## src/rtl/bytecode_fetch.sv

```systemverilog
// bytecode_fetch: walks the bytecode ROM from address 0 and hands one complete
// bytecode (opcode, operand count, up to two operands, opcode address) per
// valid/ready handshake to the ARM-generation stage. Stops on return (0xB1)
// or on an unsupported opcode.
//
// Handshake: out_valid is registered and only ever high in PRESENT. Once high,
// out_valid and every out_* field hold steady until the edge where
// out_valid & out_ready are both 1; that edge is the single transfer.
// out_ready is ignored in every other state.
module bytecode_fetch #(
  parameter int ADDR_WIDTH = 6,
  parameter int DATA_WIDTH = 8
) (
  input  logic                  clk,
  input  logic                  reset,
  input  logic                  start,
  output logic [ADDR_WIDTH-1:0] rom_addr,
  input  logic [DATA_WIDTH-1:0] rom_data,
  output logic                  out_valid,
  input  logic                  out_ready,
  output logic [7:0]            out_opcode,
  output logic [1:0]            out_num_opd,
  output logic [7:0]            out_opd1,
  output logic [7:0]            out_opd2,
  output logic [ADDR_WIDTH-1:0] out_pc,
  output logic                  busy,
  output logic                  done,
  output logic                  illegal,
  output logic [2:0]            dbg_state_o
);

  typedef enum logic [2:0] {
    S_IDLE    = 3'd0,
    S_RD_OP   = 3'd1,
    S_LAT_OP  = 3'd2,
    S_RD_OPD  = 3'd3,
    S_LAT_OPD = 3'd4,
    S_PRESENT = 3'd5,
    S_HALT    = 3'd6,
    S_ERROR   = 3'd7
  } state_t;

  localparam logic [7:0] OP_RETURN = 8'hB1;

  state_t                state_q;
  logic [ADDR_WIDTH-1:0] pc_q;
  logic [ADDR_WIDTH-1:0] op_pc_q;
  logic [7:0]            opcode_q;
  logic [1:0]            num_opd_q;
  logic [1:0]            rem_q;
  logic [7:0]            opd1_q;
  logic [7:0]            opd2_q;
  logic                  valid_q;
  logic                  done_q;
  logic                  illegal_q;

  logic                  op_legal_d;
  logic [1:0]            op_cnt_d;

  // Operand count of the supported opcodes; anything not listed is illegal.
  function automatic logic [2:0] decode(input logic [7:0] op);
    logic [2:0] r;
    r = 3'b000;
    case (op)
      8'h00, 8'h03, 8'h04, 8'h05, 8'h06, 8'h07, 8'h08,
      8'h1A, 8'h1B, 8'h1C, 8'h1D,
      8'h3B, 8'h3C, 8'h3D, 8'h3E,
      8'h60, 8'hB1:              r = 3'b100;
      8'h10, 8'h15, 8'h36:       r = 3'b101;
      8'h11, 8'h84, 8'hA7:       r = 3'b110;
      default:                   r = 3'b000;
    endcase
    return r;
  endfunction

  // Decode the byte arriving from the ROM (meaningful in LAT_OP only).
  always_comb begin
    {op_legal_d, op_cnt_d} = decode(rom_data[7:0]);
  end

  // Fetch FSM: sequences opcode/operand reads and owns every output register.
  always_ff @(posedge clk) begin
    if (reset) begin
      state_q   <= S_IDLE;
      pc_q      <= '0;
      op_pc_q   <= '0;
      opcode_q  <= '0;
      num_opd_q <= '0;
      rem_q     <= '0;
      opd1_q    <= '0;
      opd2_q    <= '0;
      valid_q   <= 1'b0;
      done_q    <= 1'b0;
      illegal_q <= 1'b0;
    end else begin
      case (state_q)
        S_IDLE: begin
          if (start) begin
            pc_q    <= '0;
            state_q <= S_RD_OP;
          end
        end
        // ROM samples rom_addr on this edge; data is usable in LAT_OP.
        S_RD_OP: state_q <= S_LAT_OP;
        S_LAT_OP: begin
          opcode_q <= rom_data[7:0];
          op_pc_q  <= pc_q;
          opd1_q   <= '0;
          opd2_q   <= '0;
          pc_q     <= pc_q + 1'b1;
          if (!op_legal_d) begin
            num_opd_q <= '0;
            illegal_q <= 1'b1;
            state_q   <= S_ERROR;
          end else if (op_cnt_d == 2'd0) begin
            num_opd_q <= 2'd0;
            valid_q   <= 1'b1;
            state_q   <= S_PRESENT;
          end else begin
            num_opd_q <= op_cnt_d;
            rem_q     <= op_cnt_d;
            state_q   <= S_RD_OPD;
          end
        end
        S_RD_OPD: state_q <= S_LAT_OPD;
        S_LAT_OPD: begin
          // rem_q equal to the full count means this is the first operand byte.
          if (rem_q == num_opd_q) opd1_q <= rom_data[7:0];
          else                    opd2_q <= rom_data[7:0];
          pc_q  <= pc_q + 1'b1;
          rem_q <= rem_q - 1'b1;
          if (rem_q == 2'd1) begin
            valid_q <= 1'b1;
            state_q <= S_PRESENT;
          end else begin
            state_q <= S_RD_OPD;
          end
        end
        S_PRESENT: begin
          if (out_ready) begin
            valid_q <= 1'b0;
            if (opcode_q == OP_RETURN) begin
              done_q  <= 1'b1;
              state_q <= S_HALT;
            end else begin
              state_q <= S_RD_OP;
            end
          end
        end
        S_HALT, S_ERROR: begin
          if (start) begin
            pc_q      <= '0;
            done_q    <= 1'b0;
            illegal_q <= 1'b0;
            state_q   <= S_RD_OP;
          end
        end
        default: state_q <= S_IDLE;
      endcase
    end
  end

  assign rom_addr    = pc_q;
  assign out_valid   = valid_q;
  assign out_opcode  = opcode_q;
  assign out_num_opd = num_opd_q;
  assign out_opd1    = opd1_q;
  assign out_opd2    = opd2_q;
  assign out_pc      = op_pc_q;
  assign done        = done_q;
  assign illegal     = illegal_q;
  assign busy        = (state_q != S_IDLE) && (state_q != S_HALT) && (state_q != S_ERROR);
  assign dbg_state_o = state_q;

endmodule

```

## config.mk

```make
export PLATFORM = sky130hd
export DESIGN_NAME = bytecode_fetch
export DESIGN_NICKNAME = d
export VERILOG_FILES = /design/src/rtl/bytecode_fetch.sv
export SDC_FILE = /design/constraint.sdc
export NUM_CORES = 1
export LEC_CHECK = 0
export CAP_MARGIN = 20
export CORE_MARGIN = 5
export CORE_UTILIZATION = 52
export DETAILED_ROUTE_END_ITERATION = 12
export PLACE_DENSITY = 0.87
export SYNTH_ARGS = -nofsm -noshare
export SYNTH_HDL_FRONTEND = slang
export SYNTH_SLANG_ARGS = --single-unit
```

## constraint.sdc

```tcl
create_clock -name clk -period 4.4 [get_ports clk]
set_input_delay 0.44 -clock clk [delete_from_list [all_inputs] [get_ports clk]]
set_output_delay 0.44 -clock clk [all_outputs]
set_load 0.01 [all_outputs]
```

-- Yosys cells after proc, flatten, opt, wreduce, memory -nomap -nowiden
Index checks and enable logic that the tools add are counted.
- reductions and logical operators: 25
- equal/unequal tests: 45
- add/sub/neg operators: 2
- multiplexer cells: 30
- operators with widths (operator ; number):
    8-bit by 5-bit equality test with 1-bit output (second input constant) ; 7
    8-bit by 6-bit equality test with 1-bit output (second input constant) ; 5
    8-bit by 3-bit equality test with 1-bit output (second input constant) ; 4
    8-bit equality test (second input constant) ; 4
    8-bit case mux with 2 select lines ; 2
    2-bit inequality test (second input constant) ; 10
    3-bit 2-to-1 mux ; 6
    3-bit case mux with 6 select lines ; 1
    17-bit OR reduction ; 1
    8-bit 2-to-1 mux ; 2
    3-bit equality test (second input constant) ; 4
    6-bit case mux with 2 select lines ; 1
    3-bit case mux with 3 select lines ; 1
    3-bit OR reduction ; 3
    8-bit by 2-bit equality test with 1-bit output (second input constant) ; 1
    8-bit by 4-bit equality test with 1-bit output (second input constant) ; 1
    8-bit by 7-bit equality test with 1-bit output (second input constant) ; 1
    8-bit logical NOT ; 1
    1-bit 2-to-1 mux ; 8
    2-bit 2-to-1 mux ; 4
    2-bit AND reduction ; 4
    2-bit nonzero test ; 4
    6-bit by 1-bit adder with 6-bit output (second input constant) ; 1
    3-bit by 2-bit equality test with 1-bit output (second input constant) ; 2
    other kinds (18) ; 24
- register bits after elaboration: 46
- output and inout bits: 45

-- Longest topological paths before layout
Gate-level depths: netlist of the first run.
- depth after elaboration: 7
- depth in mapped cells: 6
- depth with buffers taken out: 5

-- Worst setup path before layout of the first run
OpenSTA, ideal clock, no wires.
- path type: input to register
- start point: input rom_data[4]
- end point: register state_q[1], in the netlist dbg_state_o[1]
- stages on the path: 6
- data required time: 4275 ps
- arrival: 1545 ps
- buffers on the path: 1
- setup slack: 2730 ps
- cell sequence: buf_2 -> nor4b_2 -> a31oi_1 -> o31ai_2 -> nor3_1 -> o41a_1
- word-level cells in the longest chain between the ends: 7
- elaborated cells between the ends (all ways): 31
- classes of those cells: eq/ne (22); mux (4); reduce/logical (5)
- ends and longest elaborated chain (item ; RTL line ; source):
    start: declaration ; 18 ; input logic [DATA_WIDTH-1:0] rom_data,
    8-bit by 2-bit equality test with 1-bit output, or another cell as far along ; 64 ; case (op)
    17-bit OR reduction or 3-bit OR reduction (tied branches) ; 64 ;
    3-bit case mux with 3 select lines * ; 64 ;
    2-bit logical NOT ; 115 ; end else if (op_cnt_d == 2'd0) begin
    3-bit 2-to-1 mux ; 115 ;
    3-bit 2-to-1 mux * ; 111 ; if (!op_legal_d) begin
    3-bit case mux with 6 select lines * ; 96 ; case (state_q)
    end signal: assignment ; 100 ; state_q <= S_RD_OP;
    end signal: assignment ; 114 ; state_q <= S_ERROR;
    end signal: assignment ; 118 ; state_q <= S_PRESENT;
    end: declaration ; 45 ; state_t state_q;
Mark *: on every way between the ends. The rest lies on a longest branch, timed or not.
A chain may end at the register's enable or synchronous reset.

-- Final worst setup path of the first run
- start point: register state_q[2], in the netlist dbg_state_o[2]
- end point: output busy
- word-level cells in the longest chain between the ends: 3
- elaborated cells between the ends (all ways): 5
- classes of those cells: eq/ne (2); reduce/logical (3)
- ends and longest elaborated chain (item ; RTL line ; source):
    start signal: assignment ; 84 ; state_q <= S_IDLE;
    start signal: assignment ; 100 ;
    start signal: assignment ; 104 ; S_RD_OP: state_q <= S_LAT_OP;
    3-bit inequality test or 3-bit nonzero test (tied branches) ; 172 ; assign busy = (state_q != S_IDLE) && (state_q != S_HALT) && (state_q != S_ERROR);
    1-bit logical AND ; 172 ;
    1-bit logical AND * ; 172 ;
    end: declaration ; 26 ; output logic busy,
Marks and branches as above.

==> results of run 1 <==
-- routing by layer --
metal,global-route usage,share of wire,up-vias
met5,0,0,-
met4,0.04545,0.011,0
met3,0.05207,0.081,7
met2,0.3056,0.47,71
met1,0.2719,0.44,989
li1,-,-,1069
-- where the power goes --
group | switching [mW] | leakage (nW) | internal [mW]
clock network | 0.145 | 0.0441 | 0.112
logic | 0.222 | 0.556 | 0.198
registers | 0.0664 | 0.373 | 0.464
-- cell type report --
type,count,share of cell area
clock inverters,3,0.007492
well taps,50,0.02204
inverters,8,0.01058
flip-flops and latches,46,0.3244
clock buffers,5,0.02424
repair buffers,58,0.2098
multi-input cells,204,0.4015
-- cell usage in the layout (no fill, tap or decap), types with 2 or more instances in the layout --
cell,netlist,final
dfxtp_1,46,46
ha_1,2,2
nand2_1,53,53
nand2b_1,3,3
a311oi_1,2,2
nor4_1,3,3
nand4_1,3,3
inv_1,6,6
xor2_1,4,4
and3_1,7,7
clkdlybuf4s50_1,0,56
nand3_1,22,22
a21o_1,2,2
nor3_1,10,10
xnor2_1,3,3
inv_2,2,2
a211oi_1,3,3
a31oi_1,2,2
nand3b_1,2,2
a21oi_1,37,37
nor2_1,13,13
or3_1,2,2
nor2b_1,4,4
o21ai_0,3,3
o22ai_1,2,2
clkbuf_8,0,5
-- logic make-up (layout without fill, tap and decap cells) --
logic type / count (synthesis) / count (layout) / synth area share
compound gates: 65 / 65 / 0.1873
xor+xnor: 7 / 7 / 0.02798
fa+ha+maj: 2 / 2 / 0.01142
buf+inv: 30 / 74 / 0.05940
flops: 46 / 46 / 0.4203
mux: 1 / 1 / 0.004569
simple gates: 129 / 129 / 0.2890
-- synth_stat cells, types with 2 or more instances --
library cell,count
o21ai_0,3
or3_1,2
a31oi_1,2
nor4_1,3
a21oi_1,37
a311oi_1,2
nand3_1,22
nor3_1,10
buf_2,8
nand2b_1,3
nor2b_1,4
clkbuf_1,13
nor2_1,13
nand3b_1,2
xnor2_1,3
inv_1,6
dfxtp_1,46
nand2_1,53
inv_2,2
nand4_1,3
o22ai_1,2
a21o_1,2
ha_1,2
a211oi_1,3
xor2_1,4
and3_1,7
-- flip-flops by register name, summed over array words and instances, names as in the netlist --
signal / count
out_pc: 6
out_num_opd: 2
rem_q: 2
done: 1
illegal: 1
out_opcode: 8
dbg_state_o: 3
rom_addr: 6
out_opd2: 8
out_valid: 1
out_opd1: 8
-- stage by stage --
stage / hold WS (ps) / cells / instance area [um2]
detailed placement: 445.7 / 365 / 2721
floorplan: 480.5 / 280 / 2191
finish: 456.1 / 374 / 2839
global placement: 442.6 / 365 / 2721
global route: 478.1 / 374 / 2839
CTS: 457.6 / 373 / 2811
-- worst max-delay path, delay by kind of cell, from the launching register on --
kind	cells	cell delay (ps)
buffers and inverters	2	620
DFF	1	760
and+or+nand+nor	1	130
AOI/OAI and AO/OA	1	200
-- worst paths after layout --
kind | start | end | slack, ps | cells after the start
worst min register to register | out_pc[4] | out_pc[4] | 460 | 2
worst min-delay path | out_pc[4] | out_pc[4] | 460 | 2
worst max-delay path | dbg_state_o[2] | busy | 1950 | 4
worst max register to register | dbg_state_o[1] | out_valid | 2100 | 5
==> metrics.md, run 1 <==
| Metric | Value |
|---|---|
| Place WS | `about 1900 ps` |
| FF/Latch Area | `920.9 um2` |
| Worst Max-Slew Pin Slew | `1015 ps` |
| Clk buf depth | `2` |
| Setup Viol. Count Final | `0` |
| Post-synth EDFFs | `0` |
| Hold Fails Final Rpt | `0` |
| Final Critical Period | `2452 ps` |
| Syn Inst Count | `280` |
| RSZ-0062 raised after global routing | `no` |
| Max cap viols | `0` |
| HPWL Detailed | `3871 um` |
| Clock Latency Late Sink | `roughly 300 ps` |
| Port Buffer Count | `56` |
| WS Path Type | `flip-flop to output port` |
| Area of the multi-input gates | `0.001140 mm2` |
| Vias in the first global route | `1889` |
| Core Region | `0.004029 mm2` |
| Layout cell share with drive strength beyond 1 | `0.05556` |
| Vias | `~2100` |
| Post-CTS resize count | `0` |
| Via density | `5.711` |
| Initial antenna violation count | `0` |
| Initial Util | `0.5438` |
| Pwr dens | `425.4 mW/mm2` |
| Worst rel slew slack | `0.3194` |
| Die Y | `74.91 um` |
| Synth Flop Type | `dfxtp_1` |
| Post-synthesis cell type count | `between 40 and 50` |
| CTS Buf Count | `5` |
| Cell taking the most area after synthesis | `dfxtp_1` |
| Worst path required time | `3960 ps` |
| FFs w/ async S/R, synth | `0` |
| Final worst slack | `1948 ps` |
| Root buf cell | `clkbuf_8` |
| Post-route ant nets | `0` |
| WL final | `5445 um` |
| Seq/Total Area, Yosys | `0.4203` |
| Clk_skew | `5.367 ps` |
| Peak supply drop | `0.2555 mV` |
| DR pass1 iterations | `4` |
| Post-synthesis area per instance | `about 7.8 um2` |
| Final TNS setup | `0 ps` |
| Gpl congestion | `approximately 0.85` |
| Fill cells | `346` |
| Iter 0 DRT Violations | `approximately 170` |
| CP max stage delay | `760 ps` |
| Synth area leaders | `dfxtp_1 42%, nand2_1 9.1%, a21oi_1 8.5%` |
| Largest net degree at the start of global routing | `34` |
| WL per Instance | `about 15 um` |
| Total chip power | `1.208 mW` |
| Die Area | `between 0.005 and 0.006 mm2` |
| Worst path cell trace | `nor3_1, a21o_1, inv_1, clkdlybuf4s50_1` |
| Crit start category | `flip-flop` |
| Hold Crit Class | `flip-flop to flip-flop` |
| CTS tree | `done` |
| DIE WIDTH | `between 70 and 80 um` |
| Total grt overflow | `0` |
| Final nets | `337` |
| Clock transition at path regs | `80 ps` |
| CP arrival | `2010 ps` |
| CP max stage cell | `dfxtp_1` |
| Slew Viols, Final | `0` |
| Period utilisation layout | `0.5572` |
| Hold-fix buffers at CTS | `0` |
| Io pins | `57` |
| Ant diodes | `0` |
| Status | `complete, no violations` |
| Synthesized area | `roughly 0.0022 mm2` |
| Util after Layout | `0.7047` |
| CP max FO | `23` |
| Htree depth | `2` |
| Yosys warnings | `0` |
| Crit end category | `output port` |
| Setup Fix Bufs, Post-CTS | `0` |
| DRC viols | `0` |
| Fmax | `0.4079 GHz` |
| Global-route wire length before repair | `8721 um` |
| Mapped Nets | `around 290` |
| P_leak | `0.9728 nW` |
| Row cnt | `23` |
| Area delta synth->final | `29.58%` |
| Clock sink count | `46` |
| GRT Util Overall | `0.1960` |
| Yosys reg bits | `46` |
| Synth top area share | `0.4203` |
No activity file was read; power rests on OpenSTA's default activity.
==> run 2, diff against run 1 <==
--- a/config.mk
+++ b/config.mk
@@ -7,9 +7,9 @@
 export LEC_CHECK = 0
 export CAP_MARGIN = 20
 export CORE_MARGIN = 5
-export CORE_UTILIZATION = 52
+export CORE_UTILIZATION = 44
 export DETAILED_ROUTE_END_ITERATION = 12
-export PLACE_DENSITY = 0.87
+export PLACE_DENSITY = 0.78
 export SYNTH_ARGS = -nofsm -noshare
 export SYNTH_HDL_FRONTEND = slang
 export SYNTH_SLANG_ARGS = --single-unit
==> constraint.sdc (replaced) <==
create_clock -name clk -period 2 [get_ports clk]
set_input_delay 0.2 -clock clk [delete_from_list [all_inputs] [get_ports clk]]
set_output_delay 0.2 -clock clk [all_outputs]
set_load 0.01 [all_outputs]
==> metrics.md, run 2 (synthesis gave the netlist of run 1 again) <==
| Metric | Value |
|---|---|
| Clk buf depth | `2 (unchanged)` |
| Final Critical Period | `1893 ps` |
| Pwr dens | `896.9 mW/mm2 (was 425.4 mW/mm2)` |
| Commonest cells after routing, fill and taps aside | `56 x clkdlybuf4s50_1, 53 x nand2_1, 43 x dfxtp_1 (was 56 x clkdlybuf4s50_1, 53 x nand2_1, 46 x dfxtp_1)` |
| CTS Buf Count | `5 (unchanged)` |
| Crit end category | `output port (unchanged)` |
| Slew Viols, Final | `0 (unchanged)` |
| Vias in the first global route | `2134 (was 1889)` |
| Most common cell after layout, fill and taps aside | `clkdlybuf4s50_1 (unchanged)` |
| FF/Latch Area | `924.6 um2 (was 920.9 um2)` |
| Fill cells | `453 (was 346)` |
| Final nets | `358 (was 337)` |
| Htree depth | `2 (unchanged)` |
| Iter 0 DRT Violations | `147 (was 169)` |
| WL final | `6024 um (was 5445 um)` |
| DR pass1 iterations | `5 (was 4)` |
| Setup Viol. Count Final | `0 (unchanged)` |
| HPWL Detailed | `4351 um (was 3871 um)` |
| Io pins | `57 (unchanged)` |
| DIE WIDTH | `80.57 um (was 74.91 um)` |
| P_leak | `1.069 nW (was 0.9728 nW)` |
| M1 wire length | `2687 um (was 2386 um)` |
| WL per Instance | `14.66 um (was 14.56 um)` |
| CP max FO | `11 (was 23)` |
| Max cap viols | `0 (unchanged)` |
| Gpl congestion | `0.8900 (was 0.8517)` |
| GRT Util Overall | `0.1964 (was 0.1960)` |
| Die Y | `80.57 um (was 74.91 um)` |
| DRC viols | `0 (unchanged)` |
| Area delta synth->final | `36.49% (was 29.58%)` |
| Area of the multi-input gates | `0.001140 mm2 (unchanged)` |
| Total grt overflow | `0 (unchanged)` |
| Peak supply drop | `0.6435 mV (was 0.2555 mV)` |
| WS Path Type | `flip-flop to output port (unchanged)` |
| Final Cell Area | `0.002990 mm2 (was 0.002839 mm2)` |
| Ant diodes | `0 (unchanged)` |
| Met3 WL post-DR | `510 um (was 439 um)` |
| CP arrival | `1690 ps (was 2010 ps)` |
| Period utilisation layout | `0.9465` |
| Fmax | `0.5283 GHz` |
| Row cnt | `25 (was 23)` |
| Setup Fix Bufs, Post-CTS | `0 (unchanged)` |
| Clock transition at path regs | `80 ps (about the same)` |
| Largest net degree at the start of global routing | `33 (was 34)` |
| Initial Util | `0.4578 (was 0.5438)` |
| RSZ-0062 raised after global routing | `no (unchanged)` |
| DR top layer | `met4 (unchanged)` |
| Clock sink count | `46 (unchanged)` |
| Hold-fix buffers at CTS | `0 (unchanged)` |
| Total chip power | `2.682 mW (was 1.208 mW)` |
| Final TNS setup | `0 ps (unchanged)` |
| Clk_skew | `7.277 ps (was 5.367 ps)` |
| Layout cell share with drive strength beyond 1 | `0.1192 (was 0.05556)` |
| Crit start category | `flip-flop (unchanged)` |
| CTS tree | `done (unchanged)` |
| Via density | `5.397 (was 5.711)` |
| Placed Instance Area | `0.002908 mm2 (was 0.002721 mm2)` |
| Die Area | `0.006491 mm2 (was 0.005612 mm2)` |
| Worst path required time | `1800 ps (was 3960 ps)` |
| Status | `complete, no violations (unchanged)` |
| Global-route wire length before repair | `10030 um (was 8721 um)` |
| Post-route ant nets | `0 (unchanged)` |
| Worst rel slew slack | `0.7307 (was 0.3194)` |
| Initial antenna violation count | `0 (unchanged)` |
| Hold Crit Class | `flip-flop to flip-flop (unchanged)` |
| Vias | `2218 (was 2136)` |
| Root buf cell | `clkbuf_8 (unchanged)` |
| Core Region | `0.004786 mm2 (was 0.004029 mm2)` |
| Layout Cells excl Fill | `411 (was 374)` |
| WL met2 | `2764 um (was 2558 um)` |
| Clock Latency Late Sink | `300 ps (about the same)` |
| Hold Fails Final Rpt | `0 (unchanged)` |
| Port Buffer Count | `56 (unchanged)` |
| Worst Max-Slew Pin Slew | `401.7 ps (was 1015 ps)` |
| Placed Cells | `404 (was 365)` |
==> run 2: changes by cell type in the layout (fill, tap and decap cells not counted) <==
| cell | previous run | this run |
|---|---|---|
| buf_4 | 1 | 23 |
| dfxtp_1 | 46 | 43 |
| dfxtp_2 | 0 | 3 |
| buf_16 | 1 | 0 |
| clkinv_2 | 1 | 2 |
| clkinv_4 | 1 | 0 |
| clkinvlp_4 | 1 | 0 |
==> run 2: per-stage QoR <==
step	utilization	setup WS (ps)	hold slack (ps)
floorplan	-	462.0	313.0
global placement	0.6076	-17.90	441.8
detailed placement	0.6076	-75.82	451.1
CTS	0.6243	15.28	467.5
global route	0.6248	32.70	487.2
finish	0.6248	107.0	466.9
==> run 2: per-layer routing <==
metal | GRT usage | vias up
met3 | 0.06502 | 6
met4 | 0.05068 | 0
li1 | - | 1119
met2 | 0.3220 | 79
met5 | 0 | -
met1 | 0.2466 | 1014
==> run 2: worst max-delay path: stages (launching register included) <==
cell and delay (ps):
dfxtp_2 390, buf_4 160, a21o_1 200, inv_1 90, clkdlybuf4s50_1 550
==> run 2: cell type report <==
cell class	count	area share
clock buffers	5	0.02301
clock inverters	2	0.003347
inverters	8	0.01004
multi-input cells	204	0.3812
flip-flops and latches	46	0.3092
well taps	67	0.02803
repair buffers	79	0.2452
==> run 2: power breakdown <==
part | leakage, nW | switching [mW] | internal (mW)
clock | 0.0438 | 0.305 | 0.235
combinational | 0.651 | 0.526 | 0.466
sequential | 0.374 | 0.124 | 1.03
total | 1.07 | 0.954 | 1.73
==> run 2: final timing paths <==
path	start	endpoint	slack (ps)	cells after the start
setup / recovery	dbg_state_o[1]	busy	110	4
hold / removal	out_opd2[1]	out_opd2[1]	470	2
setup reg to reg	dbg_state_o[2]	dbg_state_o[1]	350	5
hold reg to reg	out_opd2[1]	out_opd2[1]	470	2
==> run 2: repair_timing <==
item,4_1_cts,5_1_grt
setup endpoints to repair,1,1
pin swaps,0,0
gates resized for setup,1,2
==> edit 1 (settings of run 1) <==
Register the output `dbg_state_o` once more, with the module's reset; this adds one clock of latency there. The other outputs are not delayed to match.
--- a/src/rtl/bytecode_fetch.sv
+++ b/src/rtl/bytecode_fetch.sv
@@ -170,7 +170,13 @@
   assign done        = done_q;
   assign illegal     = illegal_q;
   assign busy        = (state_q != S_IDLE) && (state_q != S_HALT) && (state_q != S_ERROR);
-  assign dbg_state_o = state_q;
+  always_ff @(posedge clk) begin
+    if (reset) begin
+      dbg_state_o <= '0;
+    end else begin
+      dbg_state_o <= state_q;
+    end
+  end
 
 endmodule
 
Check against the original RTL: not equivalent (Yosys sat finds a counterexample within 4 cycles, from zero or initial values and one cycle with reset high).
==> edit 1 against run 1 <==
  * Total power down 4.0%
  * Setup slack worse by 200 ps
  * Global-route usage up 0.34 points
  * Maximum frequency down 7.4%
  * Design area up 7.5%
  * First-iteration DRC count down 8.9%
  * Hold slack better by 7.4 ps
  * Combinational power down 15%
  * Area after synthesis up 10%
  * Sequential cell count up 3
  * Count of clock-buffer cells in the layout unchanged
  * Largest power group unchanged
  * Critical path type unchanged
  * Die area up 8.7%
  * Routed wire length up 13%
==> edit 1: results (changes against run 1) <==
OUTCOME='completed'  # unchanged
POWER_SWITCHING_W=0.000398  # was 0.000433 W
SYNTHDISTINCTLIBCELLS=55  # was 49
SYNTH-WARNING-COUNT=0  # unchanged
LAYOUT.NETS=347  # was 337
POSTSYNTH.ASYNCRESETSHARE_PCT=0  # unchanged
GROUTE.LAYER.MET2.USAGE_PCT=33.0  # was 30.6%
YOSYSSEQAREASHARE_PCT=40.7  # was 42.0%
ROUTEDWLPERCELL_UM=15.9  # was 14.6 um
CLOCK_SKEW_PS=6.69  # was 5.37 ps
WL_MET1_UM=2670  # was 2390 um
HPWLAFTERDP_UM=4250  # was 3870 um
DETAILROUTE.WIRELENGTH.MET3_UM=454  # was 439 um
DRT_FIRST_ITER_VIOLATIONS=154  # was 169
GRTUSAGETOTAL_PCT=19.9  # was 19.6%
TIMING.SLEW.HEADROOM_PCT=36.9  # was 31.9%
CLOCK-ROOT-BUFFER='clkbuf_8'  # unchanged
GPL.FINAL_WEIGHTED_CONGESTION=0.892  # was 0.852
WORSTREG2REGEND='out_opd2[0]'  # was out_valid
WORST_SETUP_PATH_ENDPOINT='busy'  # unchanged
LAYOUT-DRIVE-GT1-SHARE_PCT=7.19  # was 5.56%
POST-CTS-SETUP-BUFFER-COUNT=0  # unchanged
SLOWEST_DELAY_PS=620  # was 760 ps
MET2WIRELENGTH_UM=2970  # was 2560 um
FIRST_GLOBAL_VIAS=2149  # was 1889
H_TREE_LEVEL_COUNT=2  # unchanged
TIMING.CRITICAL_PATH.FROM='state_q[0]'  # was dbg_state_o[2]
CLK_PATH_BUF_DEPTH=2  # unchanged
YS_TOP_CELLS_BY_AREA='dfxtp_1 41%, nand2_1 7.8%, a21oi_1 6.2%'  # was dfxtp_1 42%, nand2_1 9.1%, a21oi_1 8.5%
GRT_MAX_DEGREE=32  # was 34
CLOCK_LATENCY_PS=300  # about the same
ANTENNA_CELLS=0  # unchanged
POWER.STATIC_LEAKAGE_nW=1.10  # was 0.973 nW
GROUTE.LAYER.MET1.USAGE_PCT=26.2  # was 27.2%
MAPPEDNETLISTNETS=303  # was 294
ARRIVAL_TIME_OF_THE_WORST_SETUP_PATH_PS=2210  # was 2010 ps
HIGHEST_LAYER='met4'  # unchanged
PATH_TYPE_OF_THE_WORST_MIN_DELAY_PATH='register to register'  # unchanged
CLK_TRANSITION_REPORTED_PATHS_PS=90
GRT_FIRST_PASS_WIRELENGTH_UM=10100  # was 8720 um
CRIT_PATH_MAX_FANOUT=11  # was 23
REG2REG_FROM='state_q[1]'  # was dbg_state_o[1]
IR_DROP_mV=0.267  # was 0.256 mV
DR_TOTAL_VIAS=2229  # was 2136
MET3_GLOBAL_ROUTE_USAGE_PCT=4.58  # was 5.21%
SYNTH_TOP_CELLS_BY_COUNT='50 x nand2_1, 49 x dfxtp_1, 30 x a21oi_1'  # was 53 x nand2_1, 46 x dfxtp_1, 37 x a21oi_1
RRSETUPSLACK_PS=1990  # was 2100 ps
## edit 1: area by class of cell
| cell class | count | area [um2] |
|---|---|---|
| clock inverter | 3 | 22.5 |
| multi-input combinational | 213 | 1300 |
| inverter | 5 | 18.8 |
| tap | 52 | 65.1 |
| clock buffer | 5 | 68.8 |
| sequential | 49 | 981 |
| fill | 343 | 1360 |
| timing repair buffer | 59 | 598 |
## edit 1: through the flow
stage	worst slack [ps]	instances	util, %	power [W]	area (um2)
global route	1620	386	69.1	0.00123	3050
detailed placement	1900	376	66.4	0.000888	2930
CTS	1740	384	68.5	0.00115	3020
floorplan	2690	289	-	0.000771	2410
global placement	1970	376	66.4	0.000879	2930
finish	1750	386	69.1	0.00116	3050
## edit 1: cell families after synthesis
logic type                 synth area share, %
adders and majority gates                 1.04
buffers and inverters                     5.50
muxes                                     3.84
and+or+nand+nor                           26.5
DFF                                       40.7
AOI/OAI and AO/OA                         19.1
xor gates and xnor gates                  3.27
## edit 1: how the worst min path moves through the flow
stage,startpoint,slack [ps],cells after the start,endpoint
CTS,out_pc[1],470,2,out_pc[1]
finish,out_pc[1],460,2,out_pc[1]
detailed placement,out_pc[1],460,2,out_pc[1]
global placement,out_pc[1],450,2,out_pc[1]
global route,out_pc[4],500,2,out_pc[4]
floorplan,out_pc[0],480,2,out_pc[0]
## edit 1: power by group through the flow
stage	registers (W)	logic [W]	clock network, W
floorplan	0.000533	0.000238	0
global placement	0.000544	0.000335	0
detailed placement	0.000544	0.000344	0
CTS	0.000535	0.000346	0.000272
global route	0.000543	0.000389	0.000294
finish	0.000536	0.000357	0.000266
## edit 1: critical path: cells and delay by family, from the launching register on
kind	cells	cell delay, ps
buffers and inverters	2	850
AOI/OAI and AO/OA	1	430
DFF	1	620
==> edit 2 (config.mk and constraints of run 1) <==
Without the edit above. Change the parameter `ADDR_WIDTH` from 6 to 7.
--- a/src/rtl/bytecode_fetch.sv
+++ b/src/rtl/bytecode_fetch.sv
@@ -8,7 +8,7 @@
 // out_valid & out_ready are both 1; that edge is the single transfer.
 // out_ready is ignored in every other state.
 module bytecode_fetch #(
-  parameter int ADDR_WIDTH = 6,
+  parameter int ADDR_WIDTH = 7,
   parameter int DATA_WIDTH = 8
 ) (
   input  logic                  clk,
Ports: changed (resized out_pc and rom_addr); port bits go from 57 to 59. No check against the original RTL was run, so the function may have changed too.
==> edit 2 against run 1 <==
  * Design area is 3.8% higher
  * Clock skew is 0.90 ps higher
  * Clock power hardly changed
  * Setup slack better by 67 ps
  * Critical path type is now register to register
  * Sequential share of layout area is 0.16 points higher
  * Area after synthesis is 7.1% higher
  * Largest cell class unchanged
  * Critical path depth is 1 higher
  * Sequential cell count is 2 higher
  * Routed wire length is 11% higher
  * Total power is 12% higher
  * Synthesized cell count is 3.9% higher
==> edit 2: results (changes against run 1) <==
LAYOUT.NETS=349  # was 337
GPL.FINAL_WEIGHTED_CONGESTION=0.856  # was 0.852
CTSRESIZECOUNT=0  # unchanged
SYNTHDISTINCTLIBCELLS=58  # was 49
GRT_MAX_DEGREE=44  # was 34
CRITPATHSLOWESTCELL='o31ai_2'  # was dfxtp_1
OUTCOME='completed'  # unchanged
CRIT_PATH_MAX_FANOUT=20  # was 23
NUMBER_OF_ANTENNA_VIOLATIONS_AT_THE_FIRST_CHECK_IN_GLOBAL_ROUTING=0  # unchanged
TIMING.SLEW.HEADROOM_PCT=52.1  # was 31.9%
FIRST_GLOBAL_VIAS=2100  # was 1889
TIMING.CRITICAL_PATH.MAX_DELAY_FAMILY='simple AND/OR/NAND/NOR gates'  # was flip-flops
YS_TOP_CELLS_BY_AREA='dfxtp_1 41%, nand2_1 9.3%, a21oi_1 9.0%'  # was dfxtp_1 42%, nand2_1 9.1%, a21oi_1 8.5%
CLK_PATH_BUF_DEPTH=2  # unchanged
DR_TOTAL_VIAS=2224  # was 2136
CLOCK_LATENCY_PS=300  # about the same
PATH_TYPE_OF_THE_WORST_MIN_DELAY_PATH='register to register'  # unchanged
ROUTEDWLPERCELL_UM=15.6  # was 14.6 um
ANTENNA_CELLS=0  # unchanged
HOLD_PATH.STARTPOINT='done'  # was out_pc[4]
HPWLAFTERDP_UM=4170  # was 3870 um
SYNTH-WARNING-COUNT=0  # unchanged
ARRIVAL_TIME_OF_THE_WORST_SETUP_PATH_PS=2620  # was 2010 ps
POSTSYNTH.ASYNCRESETSHARE_PCT=0  # unchanged
IR_DROP_mV=0.261  # was 0.256 mV
CTS-BUFFERS-INSERTED=5  # unchanged
YOSYSSEQAREASHARE_PCT=41.0  # was 42.0%
CRITPATHLAUNCHTYPE='register'  # unchanged
CLOCK-ROOT-BUFFER='clkbuf_8'  # unchanged
SYNTH_TOP_CELLS_BY_COUNT='58 x nand2_1, 48 x dfxtp_1, 42 x a21oi_1'  # was 53 x nand2_1, 46 x dfxtp_1, 37 x a21oi_1
GRTUSAGETOTAL_PCT=20.2  # was 19.6%
POWER.STATIC_LEAKAGE_nW=0.953  # was 0.973 nW
FINALSETUPVIOLATIONS=0  # unchanged
POST-CTS-SETUP-BUFFER-COUNT=0  # unchanged
DRT_FIRST_ITER_VIOLATIONS=292  # was 169
CLK_TRANSITION_REPORTED_PATHS_PS=90
SLOWEST_DELAY_PS=660  # was 760 ps
CLOCK_SKEW_PS=6.27  # was 5.37 ps
REG2REG_FROM='dbg_state_o[2]'  # was dbg_state_o[1]
MAPPEDNETLISTNETS=305  # was 294
LAYOUT-DRIVE-GT1-SHARE_PCT=5.65  # was 5.56%
H_TREE_LEVEL_COUNT=2  # unchanged
PORT_BUFS=58  # was 56
GRT_FIRST_PASS_WIRELENGTH_UM=10100  # was 8720 um
DRT_FIRST_PASS_ITERS=5  # was 4
==> edit 2: final cells by class <==
class,count,area (um2)
fillers,355,1410
multi-input cells,217,1230
clock inverters,1,8.76
repair buffers,59,588
well taps,52,65.1
flip-flops and latches,48,961
clock buffers,7,76.3
inverters,4,15.0
==> edit 2: logic make-up after synthesis <==
logic type	after synthesis	synth area share [%]
simple gates	136	29.0
compound gates	71	19.5
flops	48	41.0
buf+inv	26	6.45
xor+xnor	7	2.61
fa+ha+maj	2	1.07
mux	1	0.427
==> edit 2: path summary, 6_finish.rpt <==
kind | depth (start not counted) | end | slack, ps
max | 5 | out_opd2[3] | 2020
min | 2 | done | 460
max reg2reg | 5 | out_opd2[3] | 2020
min reg2reg | 2 | done | 460
==> edit 2: metal layers <==
| metal | vias up | wire length, um | global-route usage, % |
|---|---|---|---|
| met2 | 84 | 2820 | 30.6 |
| li1 | 1106 | - | - |
| met4 | 0 | 47 | 4.64 |
| met3 | 5 | 553 | 6.91 |
| met5 | - | 0 | 0 |
| met1 | 1029 | 2640 | 27.7 |
==> edit 2: metrics by stage <==
step                      power (W)  hold slack (ps)  cell area, um2  setup WS, ps  instances
final                       0.00136              459            2950          2020        388
after global routing        0.00144              479            2950          1840        388
after detailed placement    0.00111              452            2860          1780        380
after global placement      0.00109              441            2860          1850        380
after floorplan            0.000918              476            2350          2500        291
after CTS                   0.00137              464            2950          2020        388
==> edit 2: worst register-to-register path: stages (launching register included) <==
cell and delay (ps):
dfxtp_1 630, and2b_2 300, and2_1 390, o31ai_2 670, nand3_1 170, a21oi_1 170
==> edit 2: power by group <==
| part | switching (W) | internal (W) |
|---|---|---|
| clock network | 0.000143 | 0.000114 |
| registers | 0.0000819 | 0.000493 |
| logic | 0.000295 | 0.000231 |
| total | 0.000520 | 0.000838 |
